[config.mk]
export PLATFORM = sky130hd
export DESIGN_NAME = dcounter_sync
export DESIGN_NICKNAME = d
export VERILOG_FILES = /design/src/rtl/dcounter_sync.sv
export SDC_FILE = /design/constraint.sdc
export NUM_CORES = 1
export LEC_CHECK = 0
export ABC_AREA = 0
export ABC_CLOCK_PERIOD_IN_PS = 2550
export CAP_MARGIN = 40
export CELL_PAD_IN_SITES_DETAIL_PLACEMENT = 1
export CELL_PAD_IN_SITES_GLOBAL_PLACEMENT = 1
export CORE_MARGIN = 3
export CORE_UTILIZATION = 35
export DETAILED_ROUTE_END_ITERATION = 8
export PLACE_DENSITY = 0.73
export SYNTH_ARGS = -nofsm -noshare
export SYNTH_HDL_FRONTEND = slang
export SYNTH_SLANG_ARGS = --single-unit
[constraint.sdc]
create_clock -name clk -period 2.55 [get_ports clk]
set_clock_uncertainty 0.15 [all_clocks]
set_input_delay 0.51 -clock clk [delete_from_list [all_inputs] [get_ports clk]]
set_output_delay 0.51 -clock clk [all_outputs]
set_load 0.01 [all_outputs]
[src/rtl/dcounter_sync.sv]
// Push-button up/down counter: each raw active-low button is synchronised, debounced
// and edge-detected on clk; the count wraps or saturates and reports terminal/overflow status.
module dcounter_sync #(
    parameter int N               = 4,
    parameter int DEBOUNCE_CYCLES = 500000,
    parameter int WRAP            = 1,
    parameter int INIT            = 0
) (
    input  logic         clk,
    input  logic         btn_reset,
    input  logic         btn_increment,
    input  logic         btn_decrement,
    output logic [N-1:0] count,
    output logic         at_max,
    output logic         at_min,
    output logic         overflow,
    output logic         underflow
);

    localparam int               CNT_W    = 24;
    localparam logic [CNT_W-1:0] DB_LEN   = CNT_W'(DEBOUNCE_CYCLES);
    localparam logic [N-1:0]     MAX_CNT  = {N{1'b1}};
    localparam logic [N-1:0]     ZERO_CNT = '0;
    localparam logic [N-1:0]     ONE_CNT  = N'(1);
    localparam logic [N-1:0]     INIT_CNT = N'(INIT);

    typedef enum logic [1:0] {
        RELEASED        = 2'd0,
        PRESS_PENDING   = 2'd1,
        PRESSED         = 2'd2,
        RELEASE_PENDING = 2'd3
    } db_state_t;

    // Index 0 is the increment button, index 1 the decrement button.
    logic [1:0] btn_raw;
    logic [1:0] press;

    assign btn_raw = {btn_decrement, btn_increment};

    for (genvar b = 0; b < 2; b++) begin : g_btn
        logic             sync1_q;
        logic             s_q;
        db_state_t        state_q;
        db_state_t        state_d;
        logic [CNT_W-1:0] dbcnt_q;
        logic [CNT_W-1:0] dbcnt_d;
        logic [CNT_W-1:0] dbcnt_inc;
        logic             press_q;
        logic             press_d;

        // Synchroniser: resets to the released level so reset never looks like a press.
        always_ff @(posedge clk or negedge btn_reset) begin
            if (!btn_reset) begin
                sync1_q <= 1'b1;
                s_q     <= 1'b1;
            end else begin
                sync1_q <= btn_raw[b];
                s_q     <= sync1_q;
            end
        end

        always_ff @(posedge clk or negedge btn_reset) begin
            if (!btn_reset) begin
                state_q <= RELEASED;
                dbcnt_q <= '0;
                press_q <= 1'b0;
            end else begin
                state_q <= state_d;
                dbcnt_q <= dbcnt_d;
                press_q <= press_d;
            end
        end

        assign dbcnt_inc = dbcnt_q + 1'b1;

        // The sample that leaves a stable state counts as the first of the run.
        always_comb begin
            state_d = state_q;
            dbcnt_d = dbcnt_q;
            press_d = 1'b0;
            case (state_q)
                RELEASED: begin
                    if (!s_q) begin
                        if (DB_LEN == 1) begin
                            state_d = PRESSED;
                            press_d = 1'b1;
                            dbcnt_d = '0;
                        end else begin
                            state_d = PRESS_PENDING;
                            dbcnt_d = 1;
                        end
                    end
                end
                PRESS_PENDING: begin
                    if (s_q) begin
                        state_d = RELEASED;
                        dbcnt_d = '0;
                    end else if (dbcnt_inc == DB_LEN) begin
                        state_d = PRESSED;
                        press_d = 1'b1;
                        dbcnt_d = '0;
                    end else begin
                        dbcnt_d = dbcnt_inc;
                    end
                end
                PRESSED: begin
                    if (s_q) begin
                        if (DB_LEN == 1) begin
                            state_d = RELEASED;
                            dbcnt_d = '0;
                        end else begin
                            state_d = RELEASE_PENDING;
                            dbcnt_d = 1;
                        end
                    end
                end
                RELEASE_PENDING: begin
                    // Bouncing back low during release is not a new press: no pulse here.
                    if (!s_q) begin
                        state_d = PRESSED;
                        dbcnt_d = '0;
                    end else if (dbcnt_inc == DB_LEN) begin
                        state_d = RELEASED;
                        dbcnt_d = '0;
                    end else begin
                        dbcnt_d = dbcnt_inc;
                    end
                end
                default: begin
                    state_d = RELEASED;
                    dbcnt_d = '0;
                end
            endcase
        end

        assign press[b] = press_q;
    end

    // Returns {limit_hit, next_count}; arithmetic stays N bits wide.
    function automatic logic [N:0] step_up(input logic [N-1:0] c);
        if (c == MAX_CNT) begin
            return {1'b1, (WRAP != 0) ? ZERO_CNT : MAX_CNT};
        end
        return {1'b0, c + ONE_CNT};
    endfunction

    function automatic logic [N:0] step_down(input logic [N-1:0] c);
        if (c == ZERO_CNT) begin
            return {1'b1, (WRAP != 0) ? MAX_CNT : ZERO_CNT};
        end
        return {1'b0, c - ONE_CNT};
    endfunction

    logic [N-1:0] count_q;
    logic [N-1:0] count_d;
    logic         overflow_q;
    logic         overflow_d;
    logic         underflow_q;
    logic         underflow_d;

    always_comb begin
        count_d     = count_q;
        overflow_d  = 1'b0;
        underflow_d = 1'b0;
        case (press)
            2'b01:   {overflow_d, count_d}  = step_up(count_q);
            2'b10:   {underflow_d, count_d} = step_down(count_q);
            default: ;
        endcase
    end

    always_ff @(posedge clk or negedge btn_reset) begin
        if (!btn_reset) begin
            count_q     <= INIT_CNT;
            overflow_q  <= 1'b0;
            underflow_q <= 1'b0;
        end else begin
            count_q     <= count_d;
            overflow_q  <= overflow_d;
            underflow_q <= underflow_d;
        end
    end

    assign count     = count_q;
    assign overflow  = overflow_q;
    assign underflow = underflow_q;
    assign at_max    = (count_q == MAX_CNT);
    assign at_min    = (count_q == ZERO_CNT);

endmodule

==> out/results.txt <==
RSZ-0062 raised after global routing - true
worst-path fanout max - 5
met1 usage - 0.2498
fin crit period - 2.760 ns
root buffer cell - clkbuf_16
WHS - 0.03491 ns
global-route wire length before repair - 24.45 mm
clk slew on worst S/H paths - 0.06 ns
PwrDens - 400.4 nW/um2
grt met2 use - 0.3809
Initial DRT Pass Iterations - 4
Yosys warnings - 0
IO Count - 12
commonest cells after routing, fill and taps aside - buf_4, nand2_1, dfrtp_1
Die Area - 13,920 um2
detailed router's first-iteration violation count - 324
Synth Instances - 520
Yosys top cell by area - dfrtp_1
core area - 12,110 um2
Yosys cell types - 71
setup TNS - -2.251 ns
post-detailed-route wirelength per cell - 20.45 um
CTS Buf Count - 9
routed vias/inst - 5.856
most crowded layer after global routing - met2
failing checks - setup timing
mean post-synth cell area - 8.438 um2
CP Capture Type - register
share of layout cells above drive strength 1 - 0.3619
Required @ worst endpoint - 2.61 ns
DRT Wirelength - 16.32 mm
clock sink total - 64
commonest non-fill, non-tap cell in the layout - buf_4
via count - 4,673
kind of critical path - reg2reg
Final Wtd Congestion - 0.8500
worst vdd rail ir drop - 0.0003257 V
largest net degree at the start of global routing - 65
Max-Cap Viols - 0
P_leak - 0.002599 uW
Post-synth EDFFs - 0
Synth top area share - 0.3422
outcome - finished with violations
H-tree Lvls - 3
final setup fails - 25
final hold vios - 0
clock buffer depth - 2
CTS tree - done
initial antenna violation count - 0
top cells by area, synth - dfrtp_1, nand2_1, o21ai_0
async set-reset flop share out of synthesis - 1.000
vias in the first global route - 4,862
synthesized cell area - 4388 um2
hold crit path type - in2async
cts hold-fix bufs - 0
period utilisation layout - 1.082
slack of the critical path - -0.2097 ns
dpl hpwl - 10.31 mm
Total Power - 2486 uW
n_diodes - 0
clk_lat worst skew - 0.34 ns
met3 Use GR - 0.05094
sequential area share after synthesis - 0.3661
Starting Density - 0.3623
nets - 636
row cnt - 40
DRC errors left - 0
worst reg-to-reg setup slack - -0.21 ns
area growth from synthesis to layout - 41.49%
Pins Over Slew Limit - 0
post-synthesis register bit count - 64
Top FF cell, synth - dfrtp_1
worst-margin pin slew - 0.6975 ns
WP data arrival - 2.82 ns
syn nets - 531
post-route ant nets - 0
IO Port Bufs - 11
gr ovfl total - 0
crit path launch type - register
Slew headroom - 0.5317
width of the chip - 118.0 um
f_max - 362.4 MHz
GRT Resource Usage Total - 0.2147
die height - 118.0 um
==> metal layers <==
layer | part of all wire | wire [um] | vias to the layer above
met2 | 0.52 | 8499 | 82
met1 | 0.42 | 6874 | 2396
met5 | 0 | 0 | -
met4 | 0.026 | 431 | 0
met3 | 0.032 | 517 | 39
li1 | - | - | 2156
==> sequential cells by signal, summed over array words and instances, names as in the netlist, named ones only <==
name / count
g_btn.sync1_q: 2
g_btn.dbcnt_q: 48
underflow: 1
count: 4
g_btn.press_q: 2
overflow: 1
g_btn.s_q: 2
g_btn.state_q: 2
==> logic make-up (layout without fill, tap and decap cells) <==
kind of cell	count (synthesis)	after routing	synth area share
AOI/OAI and AO/OA	141	141	0.2227
xor gates and xnor gates	12	12	0.02395
adders and majority gates	7	7	0.01996
buffers and inverters	56	166	0.05389
DFF	64	64	0.3661
muxes	7	7	0.01625
and+or+nand+nor	233	233	0.2971
==> through the flow <==
| stage | std cells | setup WS (ns) | cell area, um2 | util |
|---|---|---|---|---|
| 3_5_place_dp | 762 | -0.2561 | 5349 | 0.4416 |
| 2_1_floorplan | 520 | -0.05123 | 4427 | - |
| 5_1_grt | 798 | -0.3423 | 6208 | 0.5126 |
| 4_1_cts | 789 | -0.09907 | 5877 | 0.4852 |
| 3_3_place_gp | 762 | -0.1132 | 5349 | 0.4416 |
| 6_report | 798 | -0.2097 | 6208 | 0.5126 |
==> cell usage after synthesis (8+ instances only) <==
cell type   n
buf_2      14
dfrtp_1    60
o31ai_1    16
xnor2_1    10
a22o_1      9
nand3_1    27
nor3_1     15
and3_1     18
clkbuf_1   24
nand2_1    60
and2_1      8
a31oi_1    14
or3_1      10
nand4_1    13
nor2_1     30
inv_1      15
o21ai_0    30
a21oi_1    21
==> worst max-delay path, stage by stage, from the launching register on <==
cell and delay (ns):
dfrtp_2 0.43, nand4_2 0.22, buf_4 0.22, nor4_4 0.32, xor2_1 0.26, o211ai_1 0.15, nor4_2 0.39, nor2_2 0.13
a221o_1 0.37
==> cell type report <==
class	count	area, um2
Sequential cell	64	1617
Inverter	15	56.30
Clock inverter	6	45.04
Clock buffer	10	239.0
Fill cell	1421	5903
Multi-Input combinational cell	400	2944
Timing Repair Buffer	135	1097
Tap cell	168	210.2
==> final timing paths <==
| check | from | endpoint | cells after the start |
|---|---|---|---|
| setup / recovery | g_btn[1].dbcnt_q[2] | g_btn[1].dbcnt_q[10] | 8 |
| hold / removal | btn_reset | g_btn[1].dbcnt_q[14] | 2 |
| setup reg to reg | g_btn[1].dbcnt_q[2] | g_btn[1].dbcnt_q[10] | 8 |
| hold reg to reg | g_btn[1].sync1_q | g_btn[1].s_q | 0 |
| max in group asynchronous | btn_reset | g_btn[1].sync1_q | 2 |
| min in group clk | g_btn[1].sync1_q | g_btn[1].s_q | 0 |
==> where the power goes <==
part | internal [uW] | switching (uW)
Combinational | 96.8 | 129
Clock | 686 | 516
Sequential | 1040 | 23.8
==> repair_timing <==
action | CTS | global route
pin swaps | 17 | 13
setup buffers | 11 | 11
gates resized for setup | 32 | 60
endpoints found under the setup margin | 28 | 31
gates cloned | 0 | 0
Note: power is estimated with default switching activity, not from simulation.
